--- src/rtl/fifo_sram_ctrl.sv ---
// fifo_sram_ctrl: moves words from a first-word-fall-through FIFO into consecutive
// SRAM addresses, one write handshake per word.
// Optional feature: define FIFO_SRAM_CTRL_TIMEOUT_EN to abandon a write that waits
// 255 cycles for sram_ack, reported by a one-cycle err pulse.
module fifo_sram_ctrl #(
  parameter int unsigned dw = 32,
  parameter int unsigned aw = 10
) (
  input  logic          wb_clk,
  input  logic          wb_rst_n,
  input  logic          start,
  input  logic          abort,
  input  logic [aw-1:0] base_addr,
  input  logic [aw-1:0] length,
  input  logic          empty,
  input  logic [dw-1:0] fifo_data_in,
  output logic          pop,
  output logic [aw-1:0] sram_addr,
  output logic [dw-1:0] sram_data_out,
  output logic          sram_we,
  input  logic          sram_ack,
  output logic          busy,
  output logic          done,
  output logic          err,
  output logic [aw-1:0] count
);

  typedef enum logic [1:0] {
    IDLE  = 2'd0,
    FETCH = 2'd1,
    WRITE = 2'd2,
    DONE  = 2'd3
  } state_t;

  state_t        state;
  logic [aw-1:0] len_q;
  logic [aw-1:0] count_inc;

  // Word count after the write currently being acknowledged
  assign count_inc = count + aw'(1);

`ifdef FIFO_SRAM_CTRL_TIMEOUT_EN
  localparam int unsigned      TMO_W    = 8;
  // Value held by the counter during the 255th unacknowledged WRITE cycle
  localparam logic [TMO_W-1:0] TMO_LAST = TMO_W'(254);

  logic [TMO_W-1:0] tmo_q;
  logic             err_q;

  assign err = err_q;
`else
  assign err = 1'b0;
`endif

  // Transfer sequencer with registered outputs; abort overrides ack and completion
  always_ff @(posedge wb_clk or negedge wb_rst_n) begin
    if (!wb_rst_n) begin
      state         <= IDLE;
      pop           <= 1'b0;
      sram_we       <= 1'b0;
      busy          <= 1'b0;
      done          <= 1'b0;
      sram_addr     <= '0;
      sram_data_out <= '0;
      count         <= '0;
      len_q         <= '0;
`ifdef FIFO_SRAM_CTRL_TIMEOUT_EN
      tmo_q         <= '0;
      err_q         <= 1'b0;
`endif
    end else begin
      pop  <= 1'b0;
      done <= 1'b0;
`ifdef FIFO_SRAM_CTRL_TIMEOUT_EN
      err_q <= 1'b0;
`endif
      if (abort && (state != IDLE)) begin
        state   <= IDLE;
        busy    <= 1'b0;
        sram_we <= 1'b0;
      end else begin
        case (state)
          IDLE: begin
            if (start) begin
              sram_addr <= base_addr;
              count     <= '0;
              len_q     <= length;
              busy      <= 1'b1;
              state     <= (length == '0) ? DONE : FETCH;
            end
          end
          FETCH: begin
            if (!empty) begin
              pop           <= 1'b1;
              sram_data_out <= fifo_data_in;
              sram_we       <= 1'b1;
              state         <= WRITE;
`ifdef FIFO_SRAM_CTRL_TIMEOUT_EN
              tmo_q         <= '0;
`endif
            end
          end
          WRITE: begin
            if (sram_ack) begin
              sram_we   <= 1'b0;
              sram_addr <= sram_addr + aw'(1);
              count     <= count_inc;
              state     <= (count_inc == len_q) ? DONE : FETCH;
            end
`ifdef FIFO_SRAM_CTRL_TIMEOUT_EN
            else if (tmo_q == TMO_LAST) begin
              err_q   <= 1'b1;
              sram_we <= 1'b0;
              busy    <= 1'b0;
              state   <= IDLE;
            end else begin
              tmo_q <= tmo_q + TMO_W'(1);
            end
`endif
          end
          DONE: begin
            done  <= 1'b1;
            busy  <= 1'b0;
            state <= IDLE;
          end
          default: state <= IDLE;
        endcase
      end
    end
  end

endmodule

--- config.mk ---
export PLATFORM = sky130hd
export DESIGN_NAME = fifo_sram_ctrl
export DESIGN_NICKNAME = d
export VERILOG_FILES = /design/src/rtl/fifo_sram_ctrl.sv
export SDC_FILE = /design/constraint.sdc
export NUM_CORES = 1
export LEC_CHECK = 0
export ABC_CLOCK_PERIOD_IN_PS = 2450
export BUFFER_PORTS_ARGS = -buffer_cell sky130_fd_sc_hd__buf_2
export CORE_ASPECT_RATIO = 2
export CORE_MARGIN = 1
export CORE_UTILIZATION = 40
export DETAILED_ROUTE_END_ITERATION = 16
export MAX_ROUTING_LAYER = met4
export PLACE_DENSITY = 0.66
export SETUP_SLACK_MARGIN = 0.15
export SLEW_MARGIN = 20
export SYNTH_ARGS = -nofsm -noshare
export SYNTH_HDL_FRONTEND = slang
export SYNTH_SLANG_ARGS = --single-unit
--- constraint.sdc ---
create_clock -name wb_clk -period 2.45 [get_ports wb_clk]
set_input_delay 0.245 -clock wb_clk [delete_from_list [all_inputs] [get_ports wb_clk]]
set_output_delay 0.245 -clock wb_clk [all_outputs]
set_load 0.02 [all_outputs]
==> metrics.txt, run 1 <==
run status finished with violations; violations in the final reports hold timing; Worst Setup Slack, final 0.441 ns; fin cells 522; crit path max-delay cell type sky130_fd_sc_hd__dfrtp_1; pin count of the biggest net entering global routing 37; Worst VDD drop 0.603 mV; buffer cell driving the clock tree root sky130_fd_sc_hd__clkbuf_16; hold buffer count at CTS 0; setup slack on the worst flop-to-flop path 0.44 ns; Fin Clk Skew 0.00894 ns; count of unresolved DRC violations after routing 0; gp weighted congestion 0.804; Detailed Route WL 8500 um; number of buffers added by the clock tree synthesis step 9; total design power 5.69 mW; area share of the largest cell type after synthesis 51.8%; worst hold-check slack -0.0224 ns; initial antenna violation count 0; multiplexer share of the synthesized area 15.0%; number of placed cells counting well taps 506; HP Class in2async; pwr/cell area 1320 mW/mm^2; maximum fanout encountered on the critical timing path 33; placement row count 46; post-synthesis average cell area 10.8 um^2; number of global-route vias before repair 2,796; post-synthesis xor/xnor area fraction 3.20%; footprint of the multi-input gates 0.00150 mm^2; overall via count from detail_route 2,771; global-route congestion overflow total 0; number of enable-type register cells in the synthesized netlist 0; Post-synth top flop sky130_fd_sc_hd__dfrtp_1; dominant cells by area after synthesis sky130_fd_sc_hd__dfrtp_1, sky130_fd_sc_hd__mux2_2, sky130_fd_sc_hd__nand2_1; first-pass GRT wire length 13,600 um; Layout area overhead 31.5%; flip-flop and latch area 0.00170 mm^2; Critical Path, Cell by Cell inv_1, nor4_4, buf_4, mux2_2; die boundary width 66.1 um; max-slew violations 0; number of detailed-routing iterations run before antenna repair 5; placement-stage worst setup slack 0.456 ns; path depth of the worst reg2reg path 4; Crit path buffers/inverters 2; sort of element at the start of the critical path flip-flop; Levels on crit path 4; total number of H-tree levels 3; Worst-Margin Slew 0.754 ns; Clock Sinks 68; largest family of logic cells by synthesized area simple AND/OR/NAND/NOR gates; Setup TNS Final 0 ns; slowest cell delay on critical path 0.57 ns; FF+latch count, synth 68; clock transition time at the flip-flop clock pins of the worst setup and hold paths 0.06 ns; number of buffers added for setup after CTS 0; maximum buffer depth of the clock tree 2; endpoints failing setup 0; path type of the worst setup path reg2reg; portion of the clock cycle consumed by the worst path in the final layout 82.0%; static power due to leakage 2.01 nW; count of port buffers added during placement 113; area fraction in and, or, nand and nor cells after synthesis 15.1%; wire length per cell 16.3 um; estimated wirelength of the detail-placed design 6370 um; post-synthesis instance total 303; core region area 0.00794 mm^2; vertical die dimension 130 um; count of pins on the block boundary 115; synthesized-area fraction occupied by ao, oa, aoi and oai cells 11.3%; cell taking the most area after synthesis sky130_fd_sc_hd__dfrtp_1; achievable frequency 0.498 GHz; max capacitance violation total 0; via-per-instance ratio 5.31; relative max-transition margin 49.8%; Resized Gates After CTS 0; fraction of the mapped netlist area in adder cells 0.762%; Ys Warns 0; antenna fix cells 0; sequential share of the synthesized area 51.8%; Critical Path AT 2.23 ns; GR Util All Layers 22.4%; sort of element at the end of the critical path flip-flop; final period demand of the worst path 2.01 ns; DRC violation total after the first TritonRoute iteration 78; synthesized cell area 0.00328 mm^2; RSZ-0062 raised after global routing false; FILL cells 730; Async S/R FF share, synth 100%; Fin. Hold Viols 31; starting density of the core 41.4%; CTS tree done; distinct cell type count after synthesis 46; syn_nets 363; data required time at the worst endpoint 2.67 ns; die area 0.00860 mm^2; net total in the final layout 481; crit-path leading delay family buffers and inverters; latest clock arrival within the worst-skew pair 0.34 ns; post-route antenna net violation count 0; fraction of layout cells with a size suffix above 1 43.2%
==> metrics by stage <==
| stage | utilization, % | cell area [um^2] |
|---|---|---|
| 2_1_floorplan | - | 3280 |
| 3_3_place_gp | 50.3 | 4000 |
| 3_5_place_dp | 50.3 | 4000 |
| 4_1_cts | 54.4 | 4320 |
| 5_1_grt | 54.4 | 4320 |
| 6_report | 54.4 | 4320 |
==> logic make-up after synthesis <==
family	count (synthesis)
and+or+nand+nor	97
DFF	68
AOI/OAI and AO/OA	58
muxes	44
buffers and inverters	21
xor gates and xnor gates	12
adders and majority gates	2
other	1
==> cell usage in the layout, fill, tap and decap left out, types with 4 or more instances in the layout <==
master / instances
sky130_fd_sc_hd__a21o_1: 4
sky130_fd_sc_hd__a21oi_1: 18
sky130_fd_sc_hd__and3_1: 5
sky130_fd_sc_hd__buf_2: 113
sky130_fd_sc_hd__buf_4: 9
sky130_fd_sc_hd__clkbuf_16: 9
sky130_fd_sc_hd__dfrtp_1: 68
sky130_fd_sc_hd__inv_1: 5
sky130_fd_sc_hd__mux2_1: 4
sky130_fd_sc_hd__mux2_2: 39
sky130_fd_sc_hd__nand2_1: 32
sky130_fd_sc_hd__nand2b_1: 4
sky130_fd_sc_hd__nand3_1: 17
sky130_fd_sc_hd__nor2_1: 14
sky130_fd_sc_hd__o21ai_0: 13
sky130_fd_sc_hd__o22ai_1: 5
sky130_fd_sc_hd__o31ai_1: 6
sky130_fd_sc_hd__xnor2_1: 8
sky130_fd_sc_hd__xor2_1: 4
==> routing by layer <==
layer,track usage [%],wire (um)
met2,39.5,4830
met1,21.8,3000
met5,-,0
met3,4.81,331
met4,13.1,335
==> registers in the layout (all words and copies together), names as in the netlist <==
register       count
count             10
sram_data_out     32
state              2
sram_addr         10
done               1
sram_we            1
busy               1
len_q             10
pop                1
==> power by group <==
| part | switching, mW | internal [mW] |
|---|---|---|
| clock | 0.495 | 0.895 |
| sequential | 0.387 | 1.61 |
| combinational | 1.32 | 0.987 |
| total | 2.20 | 3.49 |
==> final cells by class <==
type                            count  area share, %
Clock buffer                        9           5.21
Multi-Input combinational cell    214           34.8
Inverter                            5          0.434
Tap cell                           96           2.78
Timing Repair Buffer              123           15.1
Clock inverter                      7           2.29
Sequential cell                    68           39.4
==> worst reg2reg max path, cell delays in order (launching register included) <==
cell	delay, ns
sky130_fd_sc_hd__dfrtp_1	0.57
sky130_fd_sc_hd__inv_1	0.23
sky130_fd_sc_hd__nor4_4	0.28
sky130_fd_sc_hd__buf_4	0.41
sky130_fd_sc_hd__mux2_2	0.41
==> synth_stat cells, types with 2 or more instances <==
library cell,number
sky130_fd_sc_hd__a21o_1,4
sky130_fd_sc_hd__a21oi_1,18
sky130_fd_sc_hd__a22oi_1,2
sky130_fd_sc_hd__a2bb2oi_1,2
sky130_fd_sc_hd__and3_1,5
sky130_fd_sc_hd__buf_2,5
sky130_fd_sc_hd__clkbuf_1,10
sky130_fd_sc_hd__dfrtp_1,68
sky130_fd_sc_hd__ha_1,2
sky130_fd_sc_hd__inv_1,5
sky130_fd_sc_hd__mux2_1,4
sky130_fd_sc_hd__mux2_2,39
sky130_fd_sc_hd__nand2_1,32
sky130_fd_sc_hd__nand2b_1,4
sky130_fd_sc_hd__nand3_1,17
sky130_fd_sc_hd__nand3b_1,2
sky130_fd_sc_hd__nor2_1,14
sky130_fd_sc_hd__nor2b_1,3
sky130_fd_sc_hd__nor3_1,3
sky130_fd_sc_hd__nor3b_1,3
sky130_fd_sc_hd__nor4_1,3
sky130_fd_sc_hd__o21ai_0,13
sky130_fd_sc_hd__o22ai_1,5
sky130_fd_sc_hd__o31ai_1,6
sky130_fd_sc_hd__or3_1,2
sky130_fd_sc_hd__or4_1,2
sky130_fd_sc_hd__xnor2_1,8
sky130_fd_sc_hd__xor2_1,4
==> final timing paths <==
kind | startpoint | end
setup / recovery | state[0]$_DFFE_PN0P_ | sram_data_out[12]$_DFFE_PN0P_
hold / removal | wb_rst_n | sram_data_out[10]$_DFFE_PN0P_
setup reg to reg | state[0]$_DFFE_PN0P_ | sram_data_out[12]$_DFFE_PN0P_
hold reg to reg | sram_data_out[18]$_DFFE_PN0P_ | sram_data_out[18]$_DFFE_PN0P_
max in group asynchronous | wb_rst_n | sram_addr[5]$_DFFE_PN0P_
min in group wb_clk | fifo_data_in[18] | sram_data_out[18]$_DFFE_PN0P_
No activity file was read; power rests on OpenSTA's default activity.
==> run 2, diff against run 1 <==
--- a/config.mk
+++ b/config.mk
@@ -5,14 +5,14 @@
 export SDC_FILE = /design/constraint.sdc
 export NUM_CORES = 1
 export LEC_CHECK = 0
-export ABC_CLOCK_PERIOD_IN_PS = 2450
+export ABC_CLOCK_PERIOD_IN_PS = 1700
 export BUFFER_PORTS_ARGS = -buffer_cell sky130_fd_sc_hd__buf_2
 export CORE_ASPECT_RATIO = 2
 export CORE_MARGIN = 1
 export CORE_UTILIZATION = 40
 export DETAILED_ROUTE_END_ITERATION = 16
 export MAX_ROUTING_LAYER = met4
-export PLACE_DENSITY = 0.66
+export PLACE_DENSITY = 0.69
 export SETUP_SLACK_MARGIN = 0.15
 export SLEW_MARGIN = 20
 export SYNTH_ARGS = -nofsm -noshare
==> constraint.sdc (replaced) <==
create_clock -name wb_clk -period 1.7 [get_ports wb_clk]
set_input_delay 0.17 -clock wb_clk [delete_from_list [all_inputs] [get_ports wb_clk]]
set_output_delay 0.17 -clock wb_clk [all_outputs]
set_load 0.02 [all_outputs]
==> run 2 against run 1 <==
The flow now finishes without violations. Largest power group unchanged. Flip-flop and latch count unchanged. Count of clock-buffer cells in the layout rose by 3. Sequential share of layout area is 2.4 points lower. Largest cell class unchanged. Fmax increased by 19%.
==> metrics.txt, run 2 (same netlist as run 1, synthesis figures left out) <==
cell-internal power 5.21 mW; leading cell type in the layout, fill and taps excluded sky130_fd_sc_hd__buf_2; clock transition time at the flip-flop clock pins of the worst setup and hold paths 0.05 ns; first-pass GRT wire length 13,800 um; pin count of the biggest net entering global routing 69; starting density of the core 41.4%; overall via count from detail_route 2,878; Layout area overhead 41.1%; Worst VDD drop 0.993 mV; portion of the clock cycle consumed by the worst path in the final layout 99.5%; count of unresolved DRC violations after routing 0; relative contribution of the clock network to total power 19.9%; post-route antenna net violation count 0; DRC violation total after the first TritonRoute iteration 154; die boundary width 66.1 um; Post-Layout Inst Area 0.00463 mm^2; static power due to leakage 2.17 nW; estimated wirelength of the detail-placed design 6420 um; RSZ-0062 raised after global routing true; total design power 8.51 mW; footprint of the multi-input gates 0.00167 mm^2; flip-flop and latch area 0.00171 mm^2; maximum buffer depth of the clock tree 2; final period demand of the worst path 1.69 ns; standard cell area after detailed placement 0.00419 mm^2; endpoints failing setup 0; Clock Sinks 68; max-slew violations 0; Net Switching 3.30 mW; vertical die dimension 130 um; achievable frequency 0.591 GHz; fraction of layout cells with a size suffix above 1 50.7%; max capacitance violation total 0; core region area 0.00794 mm^2; net total in the final layout 501; buffer cell driving the clock tree root sky130_fd_sc_hd__clkbuf_16; Critical Path AT 1.96 ns; sort of element at the end of the critical path flip-flop; gp weighted congestion 0.843; pwr/cell area 1840 mW/mm^2; Fin. Hold Viols 0; GR Util All Layers 22.5%; wire length per cell 16.5 um; path type of the worst setup path reg2reg; placement-stage worst setup slack -0.135 ns; Detailed Route WL 8940 um; run status finished clean; count of pins on the block boundary 115; Worst Setup Slack, final 0.00807 ns; global-route congestion overflow total 0; total number of H-tree levels 3; latest clock arrival within the worst-skew pair 0.33 ns; maximum fanout encountered on the critical timing path 4; FILL cells 692; combinational power share 46.1%; switching share of power 38.8%; HP Class in2reg; number of global-route vias before repair 2,948; data required time at the worst endpoint 1.96 ns; CTS tree done; antenna fix cells 0; initial antenna violation count 0; max FFs per register 32; number of buffers added for setup after CTS 0; number of buffers added by the clock tree synthesis step 9; number of detailed-routing iterations run before antenna repair 5; count of port buffers added during placement 113; die area 0.00860 mm^2; placement row count 46; Fin Clk Skew 0.00608 ns; Sequential Power Share 34.1%; leading cell types in the layout, fill and taps excluded sky130_fd_sc_hd__buf_2, sky130_fd_sc_hd__dfrtp_1, sky130_fd_sc_hd__nand2_1; via-per-instance ratio 5.31; largest register by flop count sram_data_out; sort of element at the start of the critical path flip-flop
run 2: changes by cell type in the layout (fill, tap and decap cells not counted), sizes merged:
cell | before | now
clkinvlp | 1 | 2
bufinv | 2 | 0
inv | 6 | 5
clkinv | 3 | 2
clkbuf | 9 | 13
dlygate4sd3 | 0 | 1
buf | 123 | 141
run 2: path summary, 6_finish.rpt:
| check | slack, ns | end | startpoint | cells past startpoint |
|---|---|---|---|---|
| worst max-delay path | 0.008 | state[1]$_DFFE_PN0P_ | count[0]$_DFFE_PN0P_ | 5 |
| worst min-delay path | 0.07 | sram_addr[0]$_DFFE_PN0P_ | base_addr[0] | 3 |
| worst max register to register | 0.008 | state[1]$_DFFE_PN0P_ | count[0]$_DFFE_PN0P_ | 5 |
| worst min register to register | 0.50 | sram_data_out[19]$_DFFE_PN0P_ | sram_data_out[19]$_DFFE_PN0P_ | 1 |
| max in group asynchronous | 0.97 | count[7]$_DFFE_PN0P_ | wb_rst_n | 3 |
| min in group asynchronous | 0.40 | sram_data_out[14]$_DFFE_PN0P_ | wb_rst_n | 3 |
run 2: area by class of cell:
| cell class | instances | area share, % |
|---|---|---|
| well taps | 96 | 2.59 |
| inverters | 5 | 0.405 |
| flip-flops and latches | 68 | 37.0 |
| multi-input cells | 214 | 36.0 |
| clock inverters | 4 | 0.540 |
| repair buffers | 143 | 18.1 |
| clock buffers | 12 | 5.32 |
run 2: metal layers:
| layer | track usage (%) | part of all wire, % |
|---|---|---|
| met1 | 22.5 | 36 |
| met2 | 39.8 | 57 |
| met3 | 4.55 | 3.5 |
| met4 | 12.3 | 4.1 |
| met5 | - | 0 |
run 2: timing repair:
| action | in CTS | in global routing |
|---|---|---|
| hold buffers | 1 | 0 |
| gates resized for setup | 1 | 39 |
| pin swaps | 1 | 2 |
| cloned | 0 | 0 |
| setup endpoints to repair | 50 | 63 |
| hold endpoints to repair | 68 | 0 |
run 2: power by group through the flow:
stage / clock network (mW) / registers, mW / logic (mW)
after floorplan: 0 / 3.43 / 1.63
after global placement: 0 / 2.83 / 3.55
after detailed placement: 0 / 2.87 / 3.62
after CTS: 1.74 / 2.85 / 3.64
after global routing: 1.80 / 2.99 / 4.23
final: 1.69 / 2.90 / 3.92
run 2: worst max-delay path: stages (launching register included):
cell and delay, ns:
sky130_fd_sc_hd__dfrtp_2 0.38, sky130_fd_sc_hd__and3_4 0.19, sky130_fd_sc_hd__or3b_4 0.42, sky130_fd_sc_hd__xor2_2 0.18
sky130_fd_sc_hd__a2111oi_4 0.28, sky130_fd_sc_hd__a31o_1 0.17
run 2: per-stage QoR:
step / hold WS (ns) / cells / TNS (ns) / utilization [%]
finish: 0.0697 / 542 / 0 / 58.3
CTS: 0.0451 / 542 / 0 / 56.3
floorplan: -0.126 / 303 / -0.768 / -
detailed placement: 0.222 / 525 / -0.135 / 52.7
global route: 0.0631 / 542 / -0.0855 / 58.3
global placement: 0.220 / 525 / -0.0554 / 52.7
==> run 3, diff against run 2 <==
--- a/config.mk
+++ b/config.mk
@@ -5,14 +5,14 @@
 export SDC_FILE = /design/constraint.sdc
 export NUM_CORES = 1
 export LEC_CHECK = 0
-export ABC_CLOCK_PERIOD_IN_PS = 1700
+export ABC_CLOCK_PERIOD_IN_PS = 1900
 export BUFFER_PORTS_ARGS = -buffer_cell sky130_fd_sc_hd__buf_2
 export CORE_ASPECT_RATIO = 2
 export CORE_MARGIN = 1
 export CORE_UTILIZATION = 40
 export DETAILED_ROUTE_END_ITERATION = 16
 export MAX_ROUTING_LAYER = met4
-export PLACE_DENSITY = 0.69
+export PLACE_DENSITY = 0.72
 export SETUP_SLACK_MARGIN = 0.15
 export SLEW_MARGIN = 20
 export SYNTH_ARGS = -nofsm -noshare
==> constraint.sdc (replaced) <==
create_clock -name wb_clk -period 1.9 [get_ports wb_clk]
set_input_delay 0.19 -clock wb_clk [delete_from_list [all_inputs] [get_ports wb_clk]]
set_output_delay 0.19 -clock wb_clk [all_outputs]
set_load 0.02 [all_outputs]
==> run 3 against run 2 <==
Clock skew rose by 0.0030 ns. First-iteration DRC count rose by 7.1%. Global-route usage rose by 0.44 points. Total power fell by 15%. Hold slack improved by 0.0023 ns.
==> metrics.txt, run 3 (same netlist as run 1, synthesis figures left out) <==
run status finished clean; crit path max-delay cell type sky130_fd_sc_hd__dfrtp_2; max FFs per register 32; DRC violation total after the first TritonRoute iteration 165; number of placed cells counting well taps 511; total number of H-tree levels 3; count of unresolved DRC violations after routing 0; die area 0.00860 mm^2; pwr/cell area 1630 mW/mm^2; die boundary width 66.1 um; overall via count from detail_route 2,853; maximum buffer depth of the clock tree 2; first-pass GRT wire length 14,100 um; endpoints failing setup 0; estimated wirelength of the detail-placed design 6480 um; total design power 7.20 mW; sort of element at the end of the critical path flip-flop; fin cells 532; CTS tree done; max capacitance violation total 0; Worst VDD drop 0.900 mV; core region area 0.00794 mm^2; number of buffers added by the clock tree synthesis step 9; portion of the clock cycle consumed by the worst path in the final layout 91.8%; placement row count 46; Critical Path AT 2.01 ns; net total in the final layout 491; max-slew violations 0; number of detailed-routing iterations run before antenna repair 4; GR Util All Layers 23.0%; wire length per cell 16.5 um; fraction of layout cells with a size suffix above 1 47.0%; post-route antenna net violation count 0; Clock Sinks 68; clock transition time at the flip-flop clock pins of the worst setup and hold paths 0.06 ns; sort of element at the start of the critical path flip-flop; leading cell types in the layout, fill and taps excluded sky130_fd_sc_hd__buf_2, sky130_fd_sc_hd__dfrtp_1, sky130_fd_sc_hd__mux2_2; crit-path leading delay family simple AND/OR/NAND/NOR gates; data required time at the worst endpoint 2.17 ns; starting density of the core 41.4%; RSZ-0062 raised after global routing true; count of pins on the block boundary 115; path type of the worst setup path reg2reg; achievable frequency 0.573 GHz; Detailed Route WL 8790 um; final period demand of the worst path 1.74 ns; Setup TNS Final 0 ns; pin count of the biggest net entering global routing 69; Crit path buffers/inverters 0; largest register by flop count sram_data_out; antenna fix cells 0; Fin. Hold Viols 0; number of global-route vias before repair 2,925; Layout area overhead 34.6%; slowest cell delay on critical path 0.42 ns; maximum fanout encountered on the critical timing path 5; Fin Clk Skew 0.00907 ns; latest clock arrival within the worst-skew pair 0.33 ns; count of port buffers added during placement 113; initial antenna violation count 0; HP Class in2reg; via-per-instance ratio 5.36; leading cell type in the layout, fill and taps excluded sky130_fd_sc_hd__buf_2; post-layout util 55.6%; vertical die dimension 130 um; static power due to leakage 2.03 nW; buffer cell driving the clock tree root sky130_fd_sc_hd__clkbuf_16; gp weighted congestion 0.899; Critical Path, Cell by Cell and3_4, or3b_4, xor2_2, a2111oi_2, a31o_1; global-route congestion overflow total 0; FILL cells 710
-- run 3: cell types whose count changed in the layout (fill, tap and decap cells not counted), sizes merged --
| cell | delta |
|---|---|
| buf | -9 |
| clkbuf | -2 |
| clkinvlp | -1 |
| clkinv | +2 |
-- run 3: final timing paths --
kind,startpoint,end,slack (ns),cells past startpoint
setup / recovery,count[0]$_DFFE_PN0P_,state[1]$_DFFE_PN0P_,0.16,5
hold / removal,fifo_data_in[17],sram_data_out[17]$_DFFE_PN0P_,0.07,2
setup reg to reg,count[0]$_DFFE_PN0P_,state[1]$_DFFE_PN0P_,0.16,5
hold reg to reg,sram_data_out[13]$_DFFE_PN0P_,sram_data_out[13]$_DFFE_PN0P_,0.48,1
max in group asynchronous,wb_rst_n,count[5]$_DFFE_PN0P_,1.14,3
min in group asynchronous,wb_rst_n,len_q[7]$_DFFE_PN0P_,0.41,3
-- run 3: final cells by class --
cell class / count / area (um^2) / share of cell area (%)
sequential: 68 / 1710 / 38.8
inverter: 5 / 18.8 / 0.425
timing repair buffer: 133 / 756 / 17.1
multi-input combinational: 214 / 1540 / 34.9
clock buffer: 11 / 233 / 5.27
tap: 96 / 120 / 2.72
clock inverter: 5 / 38.8 / 0.878
-- run 3: routing by layer --
layer  up-vias  share of wire, %  track usage (%)
met2        91                55             39.1
met4         0               5.2             14.1
li1       1338                 -                -
met5         -                 0                -
met1      1394                36             23.2
met3        30               3.3             5.33
-- run 3: power breakdown --
group          total, mW  switching (mW)  internal, mW
clock               1.50           0.616         0.887
combinational       3.13            1.75          1.37
sequential          2.57           0.492          2.08
total               7.20            2.86          4.34
-- run 3: timing repair --
item / 4_1_cts / 5_1_grt
setup endpoints to repair: 2 / 3
pin swaps: 0 / 3
hold endpoints to repair: 68 / 0
hold buffers: 1 / 0
resized for setup: 2 / 6
setup buffers: 0 / 4
-- run 3: through the flow --
| step | hold WS, ns | instance area [um^2] | setup slack (ns) |
|---|---|---|---|
| final | 0.0720 | 4420 | 0.155 |
| after global placement | 0.235 | 4070 | 0.125 |
| after CTS | 0.0599 | 4370 | 0.129 |
| after detailed placement | 0.253 | 4070 | 0.102 |
| after floorplan | -0.106 | 3310 | 0.151 |
| after global routing | 0.0722 | 4420 | 0.0638 |
